$ cat src/rtl/salida_serial_pkg.sv
// Shared definitions for the electrode-pattern serial output path:
// FSM state encoding, default sizes and the reference pattern words.
package salida_serial_pkg;

  localparam int WIDTH_DEF   = 11;
  localparam int CLK_DIV_DEF = 4;

  // Reference electrode patterns, also stored in the pattern ROM.
  localparam logic [WIDTH_DEF-1:0] PATRON_REPOSO = 11'b11111111111;
  localparam logic [WIDTH_DEF-1:0] PATRON_ALARMA = 11'b10110000110;

  typedef enum logic [2:0] {
    REPOSO = 3'd0,
    BAJO   = 3'd1,
    ALTO   = 3'd2,
    LATCH  = 3'd3,
    FIN    = 3'd4
  } estado_t;

  // ceil(log2(n)), never narrower than one bit so counters stay legal.
  function automatic int ancho_min1(input int n);
    int w;
    w = $clog2(n);
    return (w < 1) ? 1 : w;
  endfunction

endpackage

$ cat src/rtl/salida_serial_div_fase.sv
// Phase divider: counts CLK_DIV enabled cycles and raises a one-cycle
// tick on the last one, wrapping to zero so each phase starts clean.
module div_fase
  import salida_serial_pkg::*;
#(
  parameter int CLK_DIV = CLK_DIV_DEF
) (
  input  logic clk,
  input  logic rst_n,
  input  logic clr_i,
  input  logic en_i,
  output logic tick_o
);

  localparam int             FW     = ancho_min1(CLK_DIV + 1);
  localparam logic [FW-1:0]  ULTIMO = FW'(CLK_DIV - 1);

  logic [FW-1:0] cnt_q;
  logic [FW-1:0] cnt_d;

  // Next count: clear has priority, tick on the final cycle of a phase.
  always_comb begin
    cnt_d  = cnt_q;
    tick_o = 1'b0;
    if (clr_i) begin
      cnt_d = '0;
    end else if (en_i) begin
      if (cnt_q == ULTIMO) begin
        cnt_d  = '0;
        tick_o = 1'b1;
      end else begin
        cnt_d = cnt_q + FW'(1);
      end
    end
  end

  // Phase count register.
  always_ff @(posedge clk or negedge rst_n) begin
    if (!rst_n) begin
      cnt_q <= '0;
    end else begin
      cnt_q <= cnt_d;
    end
  end

endmodule

$ cat src/rtl/salida_serial.sv
// Serialiser for the electrode pattern word: shifts patron MSB first to an
// external shift register (sdata/sclk), then strobes its output latch.
// Every output comes straight from a flop loaded with next-state values,
// so outputs line up with the state register and never see inputs directly.
module salida_serial
  import salida_serial_pkg::*;
#(
  parameter int WIDTH   = WIDTH_DEF,
  parameter int CLK_DIV = CLK_DIV_DEF
) (
  input  logic             clk,
  input  logic             rst_n,
  input  logic [WIDTH-1:0] patron,
  input  logic             cargar,
  output logic             sdata,
  output logic             sclk,
  output logic             slatch,
  output logic             ocupado,
  output logic             listo
);

  localparam int            BW       = ancho_min1(WIDTH);
  localparam logic [BW-1:0] BIT_ALTO = BW'(WIDTH - 1);

  estado_t          state_q, state_d;
  logic [WIDTH-1:0] sr_q, sr_d;
  logic [WIDTH-1:0] enviado_q, enviado_d;
  logic [BW-1:0]    bit_q, bit_d;
  logic             pendiente_q, pendiente_d;

  logic sdata_q, sdata_d;
  logic sclk_q, sclk_d;
  logic slatch_q, slatch_d;
  logic ocupado_q, ocupado_d;
  logic listo_q, listo_d;

  logic fase_clr;
  logic fase_en;
  logic fase_tick;

  div_fase #(
    .CLK_DIV(CLK_DIV)
  ) u_div_fase (
    .clk   (clk),
    .rst_n (rst_n),
    .clr_i (fase_clr),
    .en_i  (fase_en),
    .tick_o(fase_tick)
  );

  // Next-state logic: start detection in REPOSO, phase-timed bit shifting.
  always_comb begin
    state_d     = state_q;
    sr_d        = sr_q;
    enviado_d   = enviado_q;
    bit_d       = bit_q;
    pendiente_d = pendiente_q;
    fase_clr    = 1'b0;
    fase_en     = 1'b0;
    unique case (state_q)
      REPOSO: begin
        fase_clr = 1'b1;
        // A changed pattern restarts on its own; cargar forces a resend.
        if (cargar || (patron != enviado_q) || pendiente_q) begin
          sr_d        = patron;
          enviado_d   = patron;
          bit_d       = BIT_ALTO;
          pendiente_d = 1'b0;
          state_d     = BAJO;
        end
      end
      BAJO: begin
        fase_en = 1'b1;
        if (fase_tick) begin
          state_d = ALTO;
        end
      end
      ALTO: begin
        fase_en = 1'b1;
        if (fase_tick) begin
          sr_d = sr_q << 1;
          if (bit_q == '0) begin
            state_d = LATCH;
          end else begin
            bit_d   = bit_q - BW'(1);
            state_d = BAJO;
          end
        end
      end
      LATCH: begin
        fase_en = 1'b1;
        if (fase_tick) begin
          state_d = FIN;
        end
      end
      FIN: begin
        fase_clr = 1'b1;
        state_d  = REPOSO;
      end
      default: begin
        fase_clr = 1'b1;
        state_d  = REPOSO;
      end
    endcase
  end

  // Output values for the coming state; data line is held low outside bits.
  always_comb begin
    sdata_d   = ((state_d == BAJO) || (state_d == ALTO)) ? sr_d[WIDTH-1] : 1'b0;
    sclk_d    = (state_d == ALTO);
    slatch_d  = (state_d == LATCH);
    ocupado_d = (state_d != REPOSO);
    listo_d   = (state_d == FIN);
  end

  // State, datapath and output registers; reset leaves a transfer pending.
  always_ff @(posedge clk or negedge rst_n) begin
    if (!rst_n) begin
      state_q     <= REPOSO;
      sr_q        <= '0;
      enviado_q   <= '0;
      bit_q       <= '0;
      pendiente_q <= 1'b1;
      sdata_q     <= 1'b0;
      sclk_q      <= 1'b0;
      slatch_q    <= 1'b0;
      ocupado_q   <= 1'b0;
      listo_q     <= 1'b0;
    end else begin
      state_q     <= state_d;
      sr_q        <= sr_d;
      enviado_q   <= enviado_d;
      bit_q       <= bit_d;
      pendiente_q <= pendiente_d;
      sdata_q     <= sdata_d;
      sclk_q      <= sclk_d;
      slatch_q    <= slatch_d;
      ocupado_q   <= ocupado_d;
      listo_q     <= listo_d;
    end
  end

  assign sdata   = sdata_q;
  assign sclk    = sclk_q;
  assign slatch  = slatch_q;
  assign ocupado = ocupado_q;
  assign listo   = listo_q;

endmodule

$ cat config.mk
export PLATFORM = sky130hd
export DESIGN_NAME = salida_serial
export DESIGN_NICKNAME = d
export VERILOG_FILES = /design/src/rtl/salida_serial_pkg.sv /design/src/rtl/salida_serial_div_fase.sv /design/src/rtl/salida_serial.sv
export SDC_FILE = /design/constraint.sdc
export NUM_CORES = 1
export LEC_CHECK = 0
export ABC_AREA = 1
export BUFFER_PORTS_ARGS = -buffer_cell sky130_fd_sc_hd__buf_4
export CAP_MARGIN = 20
export CORE_MARGIN = 2
export CORE_UTILIZATION = 60
export DETAILED_ROUTE_END_ITERATION = 16
export GPL_ROUTABILITY_DRIVEN = 0
export PLACE_DENSITY = 0.92
export SKIP_CTS_REPAIR_TIMING = 1
export SYNTH_ARGS = -nofsm -noshare
export SYNTH_HDL_FRONTEND = slang
export SYNTH_SLANG_ARGS = --single-unit
$ cat constraint.sdc
create_clock -name clk -period 4.11 [get_ports clk]
set_clock_uncertainty 0.1 [all_clocks]
set_input_delay 0.2055 -clock clk [delete_from_list [all_inputs] [get_ports clk]]
set_output_delay 0.2055 -clock clk [all_outputs]
set_load 0.02 [all_outputs]
Word-level counts from Yosys, hierarchy flattened

Index checks and enable logic that the tools add are counted.

Register bits after elaboration: 38
Input bits: 14
Logic and storage cells: 59

Reduce and logical (&&, ||, !) cells: 11
Mux-type cells: 21
Equality and inequality tests: 13
Add/sub/neg operators: 2

Operators with widths:

| cell                                                   | number |
|---|---|
| two-way mux 11 bit                                     | 2 |
| case mux 11 bit (2 select lines)                       | 1 |
| two-way mux 3 bit                                      | 7 |
| equality test 3 x 2 -> 1 bit (second input constant)   | 5 |
| two-way mux 4 bit                                      | 3 |
| case mux 3 bit (4 select lines)                        | 1 |
| inequality test 11 bit                                 | 1 |
| case mux 4 bit (2 select lines)                        | 1 |
| equality test 3 x 1 -> 1 bit (second input constant)   | 2 |
| inequality test 2 bit (second input constant)          | 3 |
| two-way mux 1 bit                                      | 5 |
| logical NOT 4 bit                                      | 1 |
| AND reduction 4 bit                                    | 1 |
| subtractor 4 x 1 -> 4 bit (second input constant)      | 1 |
| adder 3 x 1 -> 3 bit (second input constant)           | 1 |
| equality test 3 bit (second input constant)            | 1 |
| logical NOT 3 bit                                      | 1 |
| logical OR 1 bit                                       | 3 |
| AND reduction 3 bit                                    | 1 |
| nonzero test 3 bit                                     | 1 |
| OR reduction 3 bit                                     | 1 |
| two-way mux 2 bit                                      | 1 |
| inequality test 2 x 1 -> 1 bit (second input constant) | 1 |
| AND reduction 2 bit                                    | 1 |
| nonzero test 2 bit                                     | 1 |

Longest topological paths before layout

Gate-level depths: netlist of run 1.

Depth after elaboration: 10
Depth in mapped cells: 12

By module

From an unflattened synthesis of run 1, not the netlist that was laid out.

Cells, all modules: 252
Area, all modules: 1921.8 sq um

Modules (own cells, without submodules):

| module        | seq. area each (sq um) | cells each | times used | area an instance (sq um) |
|---|---|---|---|---|
| salida_serial | 877.1                  | 232        | 1          | 1769.2 |
| div_fase      | 75.1                   | 20         | 1          | 152.6 |

Worst setup path before layout of run 1

No wires, ideal clock.

Path type: reg-to-reg
Start: reg u_div_fase.cnt_q[0]
End: reg sdata_q, in the netlist sdata
Data required time: 3.939 ns
Slack: 2.590 ns
Clock period less this slack: 1.520 ns
Arrival time: 1.349 ns
Stages on the path, launching flop included: 13
Path through: dfrtp_1 > ha_1 > nand2_2 > inv_1 > nand2_1 > nand2_1 > nand2_1 > inv_1 > nor2_2 > inv_2 > nand3_1 > nand2_1 > nor2_1

Longest elaborated chain between the ends: 9
Elaborated cells on any way between the ends: 14
Classes of those cells: eq/ne: 3; mux: 10; reduce/logical: 1

RTL lines:

| what                                                                         | RTL line                                                      | RTL |
|---|---|---|
| start: declaration                                                           | salida_serial_div_fase.sv:18                                  | `logic [FW-1:0] cnt_q;` |
| start signal: assignment                                                     | salida_serial_div_fase.sv:42                                  | `cnt_q <= cnt_d;` |
| equality test 3 x 2 -> 1 bit *                                               | salida_serial_div_fase.sv:28                                  | `if (cnt_q == ULTIMO) begin` |
| two-way mux 1 bit *                                                          | salida_serial_div_fase.sv:28                                  |  |
| two-way mux 1 bit *                                                          | salida_serial_div_fase.sv:27                                  | `end else if (en_i) begin` |
| two-way mux 1 bit *                                                          | salida_serial_div_fase.sv:25                                  | `if (clr_i) begin` |
| two-way mux 3 bit, on equally long branches                                  | salida_serial.sv:92, salida_serial.sv:74, salida_serial.sv:80 |  |
| case mux 3 bit (4 select lines) *                                            | salida_serial.sv:60                                           | `unique case (state_q)` |
| net state_d[1]                                                               | salida_serial.sv:25                                           | `estado_t state_q, state_d;` |
| equality test 3 x 1 -> 1 bit or equality test 3 x 2 -> 1 bit (tied branches) | salida_serial.sv:109                                          | `sdata_d = ((state_d == BAJO) \|\| (state_d == ALTO)) ? sr_d[WIDTH-1] : 1'b0;` |
| logical OR 1 bit *                                                           | salida_serial.sv:109                                          |  |
| two-way mux 1 bit *                                                          | salida_serial.sv:109                                          |  |
| net sdata_d                                                                  | salida_serial.sv:31                                           | `logic sdata_q, sdata_d;` |
| end signal: assignment                                                       | salida_serial.sv:135                                          | `sdata_q <= sdata_d;` |
| end: declaration                                                             | salida_serial.sv:31                                           |  |

Mark *: on every way through the listed nets, which the timed path passes. The rest lies on a longest branch. The select of a mux whose other input is x is not followed.
A chain may end at the register's enable or synchronous reset.

Worst setup path in the final report of run 1

Start: reg enviado_q[1]
End: reg sdata_q, in the netlist sdata

Longest elaborated chain between the ends: 8
Elaborated cells on any way between the ends: 11
Classes of those cells: eq/ne: 3; mux: 5; reduce/logical: 3

RTL lines:

| what                                                                         | RTL line             | RTL |
|---|---|---|
| start: declaration                                                           | salida_serial.sv:27  | `logic [WIDTH-1:0] enviado_q, enviado_d;` |
| start signal: assignment                                                     | salida_serial.sv:132 | `enviado_q <= enviado_d;` |
| inequality test 11 bit *                                                     | salida_serial.sv:64  | `if (cargar \|\| (patron != enviado_q) \|\| pendiente_q) begin` |
| logical OR 1 bit * (2 in series)                                             | salida_serial.sv:64  |  |
| two-way mux 3 bit *                                                          | salida_serial.sv:64  |  |
| case mux 3 bit (4 select lines) *                                            | salida_serial.sv:60  |  |
| net state_d[0]                                                               | salida_serial.sv:25  |  |
| equality test 3 x 1 -> 1 bit or equality test 3 x 2 -> 1 bit (tied branches) | salida_serial.sv:109 |  |
| logical OR 1 bit *                                                           | salida_serial.sv:109 |  |
| two-way mux 1 bit *                                                          | salida_serial.sv:109 |  |
| net sdata_d                                                                  | salida_serial.sv:31  |  |

Marked as above.

==> flow_results.org, run 1 <==
** Timing
- Number of endpoints with negative hold slack in the final report :: 0
- Dividing the final minimum period by the clock period gives 0.4853.
- Measured against its own limit, the worst slew margin works out to 0.6837.
- Setup repair after global routing missed its margin :: false
- Setup tns final :: 0 ns
- Timing would allow up to between 0.5 and 0.6 GHz.
- The number of pins with negative max-slew slack in the final report came to 0.
- Setup violations remaining at the end of the flow were counted as 0.
- After layout, the minimum clock period comes to ~2 ns.
- Pin slew with the least headroom to its limit :: roughly 0.47 ns

** Floorplan
- The floorplan step defined a die boundary enclosing between 0.003 and 0.004 mm2.
- Area of the core :: 0.003003 mm2
- Starting utilization of the core area :: 0.6217
- In this run the core area contains 20 standard-cell rows.
- Number of placed I/O pins :: 19
- Width of the chip :: between 50 and 60 um
- Vertical die dimension :: roughly 60 um

** Clocking
- Clock net sink count :: 38
- Clock-pin slew of the registers on the worst-case setup and hold paths :: around 0.11 ns
- H-Tree Level Count :: 2
- Total clock buffers created by CTS :: 5
- The later pin in the worst-skew pair is clocked with a latency of between 0.3 and 0.4 ns.
- The clock passes through at most 2 buffers.
- CTS root buf :: clkbuf_4
- TritonCTS built the clock tree.

** Critical path
- Worst Path Max Fanout :: 44
- Kind of start point of the critical path :: register
- STA puts the critical path data required time at ~4.3 ns.
- Critical Path Sink Type :: register
- On the worst path, the slowest cell contributes a delay of between 0.4 and 0.5 ns.
- Worst EP arrival :: approximately 2.2 ns
- The setup path with the least slack is of type register to register.
- The most numerous cell type found on the critical path is nand2_1.
- On the critical path, the stage with the largest delay is an instance of dfrtp_1.
- Reg-to-Reg Start :: enviado_q[1]
- List of cells traversed by the critical path :: xnor2_1 -> nand2_1 -> nor2_1 -> nand3_2 -> nand2_4 -> nand2_1 -> nand2_1 -> nand2_1 -> nor2_1
- Start point of the critical path :: enviado_q[1]

** Job
- Across the run, the number of max-cap violations was 0.

** Finish
- The filler cells instantiated in the layout total between 200 and 250.
- The final layout contains 270 nets.
- Fraction of final layout cells with drive strength greater than 1 :: 0.1660
- Count of inserted antenna diode cells :: 0
- The area growth from synthesis to layout is 12.33%.

** Power and ir drop
- Switching power :: ~140 uW
- Proportion of power drawn by combinational gates :: 0.047
- The share of total power dissipated in the clock network is 0.392.
- Cell internal pwr :: 527.9 uW
- Total Power :: 666.3 uW
- In this run the power density over the cells is roughly 320 mW/mm2.
- VDD sags by at most 283.3 uV.
- Switching part of the total :: 0.2077
- Flop pwr share :: 0.561
- Leakage power figure :: around 0.0011 uW

** Detailed routing
- Routed vias :: 1,466
- After detailed routing, the total wire length is between 3 and 4 mm.
- Detail-routed via count per cell :: 5.126
- The detail route stage leaves a number of antenna-violating nets equal to 0.
- In the routed design, unresolved DRC markers number 0.
- Dividing the detail-routed wire length by the instance count gives about 12 um.
- Detailed-router iteration count before antenna repair :: 4
- The detailed router finished its first iteration with 52 violations.

** Synth
- Most common library cells after synthesis :: 73 x nand2_1, 37 x dfrtp_1, 33 x inv_1
- Yosys printed 0 warnings.
- Cell count after synthesis :: approximately 230
- Leading post-synthesis cells by cell area :: dfrtp_1 50%, nand2_1 15%, inv_1 6.6%
- Number of storage elements in the synthesis netlist :: 38
- Avg Cell Area, Syn :: roughly 8 um2
- Yosys mapped the design onto 31 distinct sky130hd cell types.
- Share of the yosys chip area belonging to registers :: 0.5101
- The number of nets handed over by synthesis was between 200 and 300.
- Area fraction of the dominant cell type after synthesis :: 0.4960
- Post-synthesis async set-or-reset flop share :: 1.000
- Among all cell types in the netlist, the one instantiated most often is nand2_1.
- Summed over all instances, the cell type with the most area after synthesis is dfrtp_1.
- Summing every instance area after synthesis gives approximately 0.0019 mm2.
- Number of enable flip-flop cells after synthesis :: 0
- Flip-flop cell with the highest count after synthesis :: dfrtp_1

** Global routing
- Maximum number of pins on one net before global-route repair :: between 40 and 50
- Global router's overall resource usage :: 0.2195
- Vias in the first global route :: 1,352
- The first global-routing pass estimated between 5 and 6 mm of wire.
- The initial antenna violation count is 0.
- Global route total overflow :: 0

** Placed design
- Estimated wirelength of the detail-placed design :: around 2.4 mm
- Number of port buffers :: 18

** Run status
- The run finished with clean final reports.

** Min path
- Startpoint of the most critical hold path :: patron[6]
- The tightest min-delay check is of the primary input to register type.
## registers in the layout, summed over array words and instances (netlist names)
register / flops
sdata: 1
state_q: 3
pendiente_q: 1
enviado_q: 11
u_div_fase.cnt_q: 3
sclk: 1
slatch: 1
ocupado: 1
listo: 1
sr_q: 11
bit_q: 4
## metal layers
metal,global-route usage,wire [um],vias to the layer above
met5,0,0,-
met4,0.07302,46,0
met3,0.07359,125,7
met2,0.3354,1561,22
met1,0.2954,1575,671
li1,-,-,766
## worst max-delay path, delay by kind of cell (launching register included)
kind,cells,cell delay [ns]
xor gates and xnor gates,1,0.20
DFF,1,0.41
and+or+nand+nor,8,1.21
## area by class of cell
cell class | count | area (um2) | share of cell area
Clock buffer | 6 | 51.30 | 0.02446
Clock inverter | 1 | 30.03 | 0.01432
Inverter | 41 | 153.9 | 0.07339
Multi-Input combinational cell | 148 | 723.2 | 0.3449
Sequential cell | 38 | 952.2 | 0.4541
Tap cell | 33 | 41.29 | 0.01969
Timing Repair Buffer | 19 | 145.1 | 0.06921
## power groups by stage
stage	clock network, uW	logic [uW]	registers (uW)
3_5_place_dp	0	30.9	381
6_report	261	31.2	374
3_3_place_gp	0	30.3	381
2_1_floorplan	0	10.2	381
5_1_grt	283	36.2	374
4_1_cts	265	31.0	374
## metrics by stage
step | utilization | cells | setup WS [ns] | cell area [um2] | hold WS (ns)
2_1_floorplan | - | 233 | 2.590 | 1867 | -0.1901
3_3_place_gp | 0.6679 | 278 | 2.262 | 2006 | 0.09086
3_5_place_dp | 0.6679 | 278 | 2.179 | 2006 | 0.09188
4_1_cts | 0.6950 | 285 | 2.147 | 2087 | -0.2968
5_1_grt | 0.6983 | 286 | 1.924 | 2097 | 0.02088
6_report | 0.6983 | 286 | 2.115 | 2097 | 0.03042
## cells in the final DEF (no fill, tap or decap), drive strengths merged
master,count
ha,3
dlygate4sd3,1
o211ai,8
buf,18
xor2,1
clkbuf,6
nor2,17
nand3,15
dfstp,1
or2,2
nor3,4
nor4,2
a22oi,1
nand2,76
a21oi,3
xnor2,1
o221ai,1
a31oi,1
dfrtp,37
o22ai,1
o21ai,12
bufinv,1
inv,41
## path summary, 6_finish.rpt
kind | to | slack (ns) | cells past startpoint
max | sdata | 2.12 | 9
min | enviado_q[6] | 0.03 | 3
max reg2reg | sdata | 2.12 | 9
min reg2reg | u_div_fase.cnt_q[0] | 0.35 | 1
max in group asynchronous | pendiente_q | 3.31 | 2
min in group asynchronous | enviado_q[0] | 0.25 | 2
## cell families after synthesis
group | share of synthesized area
fa+ha+maj | 0.02011
buf+inv | 0.1025
xor+xnor | 0.009385
compound gates | 0.08781
simple gates | 0.2701
flops | 0.5101
No activity file was read; power rests on OpenSTA's default activity.
==> run 2, diff against run 1 <==
CORE_UTILIZATION = 52   (was 60)
PLACE_DENSITY = 0.85   (was 0.92)
clock period = 1.8 ns   (was 4.11 ns; I/O delays follow)
==> run 2 against run 1 <==
Against the previous run:
- first-iteration DRC count is 42% higher
- sequential share of layout area is 5.1 points lower
- non-clock buffer count is 21 higher
- critical path depth is 3 higher
- die area is 14% higher
- clock power grew to 2.9 times the previous value
- highest routed layer unchanged
==> flow_results.org, run 2 (synthesized netlist as in run 1, its figures left out) <==
** Floorplan
- The floorplan has 21 rows.
- After floorplanning, the core was sized to cover 0.003390 mm2.
- Starting utilization of the core area :: 0.5508
- Vertical die dimension :: ~64 um
- The die is between 60 and 70 um wide.
- Die area :: roughly 0.004 mm2
- During I/O placement, the number of pins put on the boundary was 19.

** Clocking
- Clock tree synthesis found a total of 38 sinks.
- TritonCTS clock tree :: built
- Clock-pin slew was measured on the worst setup and hold paths at about 0.12 ns.
- Longest Clk Path Bufs :: 2
- CTS root buf :: clkbuf_4
- Total clock buffers created by CTS :: 5
- Clock latency on the worst-skew pair, taken at its later pin, is between 0.3 and 0.4 ns.
- The H-tree was split into 2 levels.

** Timing
- The routed design could run at a clock period as short as ~1.7 ns.
- The worst pin sits at a relative slew slack of 0.6898.
- Number of endpoints with negative hold slack in the final report :: 0
- Timing would allow up to just under 0.6 GHz.
- The number of pins with negative max-slew slack in the final report came to 0.
- For the pin with the worst max-slew slack, the measured transition is roughly 0.47 ns.
- Finish-stage setup viols :: 0
- Across all hold checks on the routed design, the worst slack comes to 0.1104 ns.
- Fin crit share :: 0.9445
- Setup tns final :: 0 ns
- Setup repair after global routing left no endpoint under its margin.

** Detailed routing
- After detailed routing, the number of remaining DRC violations is 0.
- After detailed routing, the average wire length per cell comes to approximately 12 um.
- The final layout contains routed wiring with a total length of 3.847 mm.
- The pre-antenna-repair detailed-routing pass consisted of 4 iterations.
- Dividing the detail-routed via count by the number of cells gives 4.966.
- After the first detailed-routing iteration, the DRC count stood at between 70 and 80.
- The routed layout has between 1,500 and 2,000 vias.
- Count of nets left with antenna violations after detail routing :: 0

** Critical path
- Measured in cells, the most critical reg-to-reg path has a length of 10.
- Worst EP arrival :: ~1.9 ns
- At the worst endpoint, the required time is a little under 2 ns.
- Kind of start point of the critical path :: primary input
- Worst Path Max Fanout :: 25
- Start point of the critical path :: patron[7]
- Critical Path Sink Type :: register
- Counting stages on the worst path, the most repeated cell is nand2_1.
- End point of the critical path :: sr_q[9]
- List of cells traversed by the critical path :: dlygate4sd3_1 -> buf_4 -> inv_1 -> nand2_1 -> nand2_1 -> nand2_1 -> nor2_1 -> nand3_4 -> nand2_4 -> buf_12 -> nand3_1 -> o211ai_1
- In this run the critical register-to-register path is launched from pendiente_q.
- Critical path's slowest cell :: dlygate4sd3_1
- Longest individual stage delay on the worst path :: around 0.54 ns
- The setup check on the worst reg-to-reg path leaves a slack of roughly 0.13 ns.
- Crit Path Category :: primary input to register
- R2r endpoint :: sr_q[9]

** Power and ir drop
- Power per unit of standard cell area :: ~720 mW/mm2
- Leakage power figure :: 0.001191 uW
- IR analysis of the VDD net gives a maximum drop of roughly 420 uV.

** Global routing
- Entering global routing, the biggest net connects 39 pins.
- The initial antenna violation count was 0.
- Global router's overall resource usage :: 0.2010
- Global-route wire length before repair :: ~6.3 mm
- Vias in the first global route :: ~1,500
- For this run the aggregate overflow at the end of global routing stands at 0.

** Finish
- Total number of nets in the final design :: around 290
- The largest registers in the layout are enviado_q: 11 flops, sr_q: 11 flops, bit_q: 4 flops.
- Leaving out fill and tap cells, the most frequent cell in the layout is nand2_1.
- Final core occ :: 0.6973
- Final cell count without fillers :: around 320
- Final std cell area, no fill :: ~0.0024 mm2
- In the layout the commonest cells are 73 x nand2_1, 37 x dfrtp_1, 33 x inv_1.
- Registers take 952.2 um2.
- From synthesis to final layout, the design area changed by 26.61%.
- The multi-input combinational cells in the finished layout cover a total of 745.7 um2.
- In the final layout, the share of cells above drive strength 1 is 0.2000.
- Count of inserted antenna diode cells :: 0
- Counting the fill cells in the layout gives about 240.

** Min path
- The worst hold path belongs to the class primary input to register.

** Placed design
- Estimated wirelength of the detail-placed design :: between 2 and 3 mm
- Cell count after placement :: 295
- Once placement finished, the instance area stood at just over 0.002 mm2.
- Number of port buffers :: 18

** Job
- Max-Cap Viols :: 0

** Run status
- Result of the run :: finished, final reports clean
-- run 2: worst min path at each step --
stage / end / cells after the start / from
after floorplan: bit_q[0] / 0 / rst_n
after global placement: listo / 1 / rst_n
after detailed placement: u_div_fase.cnt_q[0] / 1 / rst_n
after CTS: u_div_fase.cnt_q[0] / 1 / rst_n
after global routing: pendiente_q / 8 / cargar
final: pendiente_q / 8 / cargar
-- run 2: layer usage --
metal  vias up  global-route usage  wire length [um]
met4         0              0.1168                87
li1        806                   -                 -
met5         -                   0                 0
met1       751              0.2360              1662
met2        30              0.3346              1971
met3         7             0.04754               125
-- run 2: worst max-delay path, delay by kind of cell --
| family | cells | cell delay [ns] |
|---|---|---|
| compound gates | 1 | 0.09 |
| buf+inv | 4 | 0.95 |
| simple gates | 7 | 0.74 |
-- run 2: through the flow --
step                      total power [uW]  worst slack (ns)
after global routing                  1774          0.001025
final                                 1713           0.09981
after global placement               940.4            0.1642
after CTS                             1697           0.06095
after detailed placement             941.5           0.09789
after floorplan                      893.3            0.2801
-- run 2: cell type report --
type	count	area share
inverters	41	0.06511
clock inverters	2	0.02541
clock buffers	6	0.02170
repair buffers	40	0.1451
multi-input cells	148	0.3155
flip-flops and latches	38	0.4029
well taps	46	0.02435
-- run 2: power by group --
part           switching [uW]  internal [uW]  total [uW]  leakage [uW]
Sequential                  0            853         853      0.000477
Combinational            48.9           44.7        93.7      0.000656
Clock                     296            470         766     0.0000585
Total                     345           1370        1710       0.00119
